### config.mk
export PLATFORM = sky130hd
export DESIGN_NAME = fma_issue_retire
export DESIGN_NICKNAME = d
export VERILOG_FILES = /design/src/rtl/fma_issue_retire.sv
export SDC_FILE = /design/constraint.sdc
export NUM_CORES = 1
export LEC_CHECK = 0
export CORE_MARGIN = 8
export CORE_UTILIZATION = 35
export DETAILED_ROUTE_END_ITERATION = 8
export GPL_TIMING_DRIVEN = 0
export PLACE_DENSITY_LB_ADDON = 0.1
export SKIP_CTS_REPAIR_TIMING = 1
export SYNTH_ARGS = -nofsm -noshare
export SYNTH_HDL_FRONTEND = slang
export SYNTH_SLANG_ARGS = --single-unit
### constraint.sdc
create_clock -name clk -period 3.9 [get_ports clk]
set_input_delay 0.39 -clock clk [delete_from_list [all_inputs] [get_ports clk]]
set_output_delay 0.39 -clock clk [all_outputs]
set_load 0.1 [all_outputs]
### src/rtl/fma_issue_retire.sv
`default_nettype none
// ==== fma_issue_retire : FP32 FMA issue stage with in-order result queue ====
// ==== Rev 1.0                                                             ====
module fma_issue_retire #(
  parameter int DEPTH   = 4,
  parameter int LATENCY = 3
) (
  input  logic        clk,
  input  logic        rst,
  input  logic        in_valid,
  input  logic [31:0] in_a,
  input  logic [31:0] in_b,
  input  logic [31:0] in_c,
  output logic        in_ready,
  output logic        iss_valid,
  output logic [31:0] iss_a,
  output logic [31:0] iss_b,
  output logic [31:0] iss_c,
  input  logic        res_valid,
  input  logic [31:0] res_data,
  output logic        out_valid,
  output logic [31:0] out_data,
  output logic [3:0]  out_tag,
  input  logic        out_ready,
  output logic [1:0]  err
);
  localparam int PTR_W = $clog2(DEPTH);
  localparam int CNT_W = $clog2(DEPTH + 1);
  localparam logic [CNT_W-1:0] FULL = CNT_W'(DEPTH);

  if (DEPTH < 2 || DEPTH > 16 || (DEPTH & (DEPTH - 1)) != 0 || LATENCY < 1) begin : g_bad_params
    $error("fma_issue_retire: unsupported DEPTH or LATENCY");
  end

  logic [CNT_W-1:0] inflight_q, inflight_d, count_q, count_d;
  logic [PTR_W-1:0] wr_ptr_q, wr_ptr_d, rd_ptr_q, rd_ptr_d;
  logic [3:0]       tag_q, tag_d;
  logic [1:0]       err_q, err_d;
  logic             iss_valid_q, iss_valid_d;
  logic [31:0]      iss_a_q, iss_a_d, iss_b_q, iss_b_d, iss_c_q, iss_c_d;
  logic [31:0]      mem_q [DEPTH];
  logic [31:0]      mem_d [DEPTH];
  logic             accept, pop, push, spurious, retire, overflow;

  // Reserve a queue slot for every operation in flight so results never overflow.
  assign in_ready = ({1'b0, inflight_q} + {1'b0, count_q}) < {1'b0, FULL};

  always_comb begin
    accept   = in_valid && in_ready;
    pop      = (count_q != '0) && out_ready;
    spurious = res_valid && (inflight_q == '0);
    retire   = res_valid && !spurious;
    overflow = retire && (count_q == FULL) && !pop;
    push     = retire && !overflow;

    inflight_d = inflight_q;
    if (accept && !retire)      inflight_d = inflight_q + CNT_W'(1);
    else if (!accept && retire) inflight_d = inflight_q - CNT_W'(1);

    count_d = count_q;
    if (push && !pop)      count_d = count_q + CNT_W'(1);
    else if (!push && pop) count_d = count_q - CNT_W'(1);

    wr_ptr_d = wr_ptr_q;
    mem_d    = mem_q;
    if (push) begin
      mem_d[wr_ptr_q] = res_data;
      wr_ptr_d        = wr_ptr_q + PTR_W'(1);
    end

    rd_ptr_d = rd_ptr_q;
    tag_d    = tag_q;
    if (pop) begin
      rd_ptr_d = rd_ptr_q + PTR_W'(1);
      tag_d    = tag_q + 4'd1;
    end

    err_d       = err_q | {spurious, overflow};
    iss_valid_d = accept;
    iss_a_d     = accept ? in_a : iss_a_q;
    iss_b_d     = accept ? in_b : iss_b_q;
    iss_c_d     = accept ? in_c : iss_c_q;
  end

  always_ff @(posedge clk) begin
    if (rst) begin
      inflight_q  <= '0;
      count_q     <= '0;
      wr_ptr_q    <= '0;
      rd_ptr_q    <= '0;
      tag_q       <= '0;
      err_q       <= '0;
      iss_valid_q <= 1'b0;
      iss_a_q     <= '0;
      iss_b_q     <= '0;
      iss_c_q     <= '0;
      for (int i = 0; i < DEPTH; i++) mem_q[i] <= '0;
    end else begin
      inflight_q  <= inflight_d;
      count_q     <= count_d;
      wr_ptr_q    <= wr_ptr_d;
      rd_ptr_q    <= rd_ptr_d;
      tag_q       <= tag_d;
      err_q       <= err_d;
      iss_valid_q <= iss_valid_d;
      iss_a_q     <= iss_a_d;
      iss_b_q     <= iss_b_d;
      iss_c_q     <= iss_c_d;
      mem_q       <= mem_d;
    end
  end

  assign iss_valid = iss_valid_q;
  assign iss_a     = iss_a_q;
  assign iss_b     = iss_b_q;
  assign iss_c     = iss_c_q;
  assign out_valid = (count_q != '0);
  assign out_data  = mem_q[rd_ptr_q];
  assign out_tag   = tag_q;
  assign err       = err_q;
endmodule
`default_nettype wire
==> impl_metrics.json <==
{
  "status": "finished clean",
  "finalHoldViolCount": 0,
  "fin_crit_sh_pct": 96.5,
  "grt_pass1_vias": 8532,
  "port_buffers": 268,
  "cap_violations": 0,
  "cts.path.max_buffers": 3,
  "core_um2": 30700,
  "grt_use_total_pct": 16.9,
  "clock_latency_ns": 0.53,
  "drive_gt1_share_pct": 8.20,
  "grt_max_degree": 14,
  "drtIter0Drc": 233,
  "relSlewSlack_pct": 27.6,
  "die_h_um": 193,
  "dpl.hpwl_um": 22900,
  "vdd_drop_max_uv": 424,
  "clock_sinks": 241,
  "cts.clk_slew.worst_paths_ns": 0.06,
  "synth_cell_types": 30,
  "die-area_um2": 37200,
  "synth_commonest_cells": "nand2b_1 (352), dfxtp_1 (241), mux2i_1 (227)",
  "rr_worst_depth": 11,
  "power.density_nw_per_um2": 716,
  "clock-root-buffer": "clkbuf_16",
  "ys_warn_count": 0,
  "firstDrtPassIters": 4,
  "cp_max_fo": 10,
  "syn_area_per_cell_um2": 11.0,
  "startpoint_type": "flip-flop",
  "row_count": 64,
  "nNetsFinal": 1442,
  "setup_viol": 0,
  "critPathRequiredTime_ns": 3.51,
  "dieWidth_um": 193,
  "wl_per_cell_um": 18.8,
  "cp_data_arrival_time_ns": 3.37,
  "timing.rr.end": "inflight_q[2]",
  "antenna_left": 0,
  "synth.top_cell.area_share_pct": 44.1,
  "synth_flop_cell": "dfxtp_1",
  "synth_edf_count": 0,
  "ios": 270,
  "ys_ff_latch": 241,
  "period_minus_slack_ns": 3.76,
  "tightest_slew_ns": 1.08,
  "r2r_slack_ns": 0.58,
  "antenna_found_initial": 0,
  "ys_seq_area_share_pct": 44.1,
  "hp-start": "in_b[9]",
  "routabilityCongestion": 0.727,
  "crit_type": "flip-flop to output pin",
  "cts_tree": "built",
  "ys_top_cells_by_area": "dfxtp_1 (44%), mux2i_1 (21%), nand2b_1 (20%)",
  "start_util_pct": 35.7,
  "grt_pass1_wl_um": 49500,
  "via_per_inst": 4.62,
  "syn_nets": 1143,
  "cp-end-kind": "output pin",
  "clock.fmax_mhz": 266,
  "fillers": 2871,
  "ys_async_sr_fraction_pct": 0,
  "leakage_nw": 6.27,
  "routed_wl_um": 32200,
  "yosysTopAreaCell": "dfxtp_1",
  "fin_area_um2": 15100,
  "placed_cell_area_um2": 14100,
  "cts_buffers": 29,
  "drv_slew": 0,
  "yosysMostFrequentCell": "nand2b_1",
  "hold_depth": 3,
  "synthesis.area_um2": 11000,
  "fin_skew_ns": 0.00897,
  "h-tree-depth": 1,
  "syn_to_final_growth_pct": 37.5,
  "rsz0062_at_grt": "no",
  "drc": 0,
  "vias": 7908,
  "hp-class": "input pin to flip-flop",
  "rr_startpoint": "count_q[2]",
  "setup_tns_ns": 0,
  "overflow": 0,
  "synth_cells": 999,
  "hold_end": "iss_b[9]",
  "antennaDiodeCount": 0
}
## layout by cell type (no fill, tap or decap), drive strengths merged
cell,instances
inv,6
dlymetal6s2s,8
mux4,32
nor4b,1
xor2,8
or4b,1
clkinv,3
nor3,2
o31ai,1
clkdlybuf4s50,260
o311ai,2
o31a,1
clkbuf,93
o21ai,5
buf,28
and3,2
mux2i,227
a21oi,7
nor2b,1
ha,9
nor2,12
fa,2
nand2b,352
dfxtp,241
bufinv,1
nand3,7
and2,1
or3,4
## how the worst max path moves through the flow
stage | start | to | slack, ns
finish | rd_ptr_q[1] | out_data[5] | 0.14
global route | rd_ptr_q[0] | out_data[23] | 0.002
CTS | rd_ptr_q[0] | out_data[0] | 0.07
detailed placement | count_q[2] | inflight_q[2] | 0.59
global placement | rd_ptr_q[0] | out_data[28] | 0.62
floorplan | count_q[2] | inflight_q[2] | 1.23
## per-layer routing
metal / part of all wire [%] / vias to the layer above / wire length [µm] / GRT usage [%]
li1: - / 3943 / - / -
met1: 43 / 3757 / 13900 / 20.5
met4: 2.0 / 0 / 643 / 3.64
met5: 0 / - / 0 / 0
met2: 47 / 171 / 15200 / 28.4
met3: 7.8 / 37 / 2510 / 6.09
## cells by family after synthesis
group	after synthesis	synth area share, %
multiplexers	259	27.3
AO/OA/AOI/OAI	16	0.903
adder cells (fa/ha/maj)	11	1.39
AND/OR/NAND/NOR	383	21.8
buffers and inverters	81	3.88
XOR/XNOR	8	0.640
flip-flops	241	44.1
## sequential cells by signal, indices dropped and copies added (netlist names)
name and flops:
mem_q 128, iss_c 32, iss_b 32, rd_ptr_q 2, iss_valid 1, out_tag 4, wr_ptr_q 2, iss_a 32
count_q 3, err 2, inflight_q 3
## worst max-delay path: stages, from the launching register on
cell	delay, ns
dfxtp_1	0.30
clkbuf_1	0.34
clkbuf_1	0.66
mux4_2	0.38
clkdlybuf4s50_1	1.14
## final cells by class
type                            instances  area, µm²  area share [%]
Sequential cell                       241       4820            32.0
Clock buffer                           45        856            5.68
Buffer                                 76        407            2.70
Tap cell                              396        495            3.29
Clock inverter                          5       56.3           0.374
Multi-Input combinational cell        677       5700            37.8
Timing Repair Buffer                  268       2700            17.9
Inverter                                5       18.8           0.125
## through the flow
stage	power, W	util, %	worst slack [ns]	hold slack [ns]	instances
final	0.0108	49.1	0.137	0.419	1713
after global routing	0.0113	49.1	0.00210	0.412	1713
after CTS	0.0109	49.0	0.0694	0.395	1713
after detailed placement	0.00828	46.1	0.588	0.461	1663
after global placement	0.00826	46.1	0.624	0.455	1663
after floorplan	0.00702	-	1.23	0.446	999
## power breakdown
part	internal, W	switching [W]
sequential	0.00284	0.000222
combinational	0.00157	0.00355
clock	0.00156	0.00105
total	0.00596	0.00482
No activity file was read; power rests on OpenSTA's default activity.
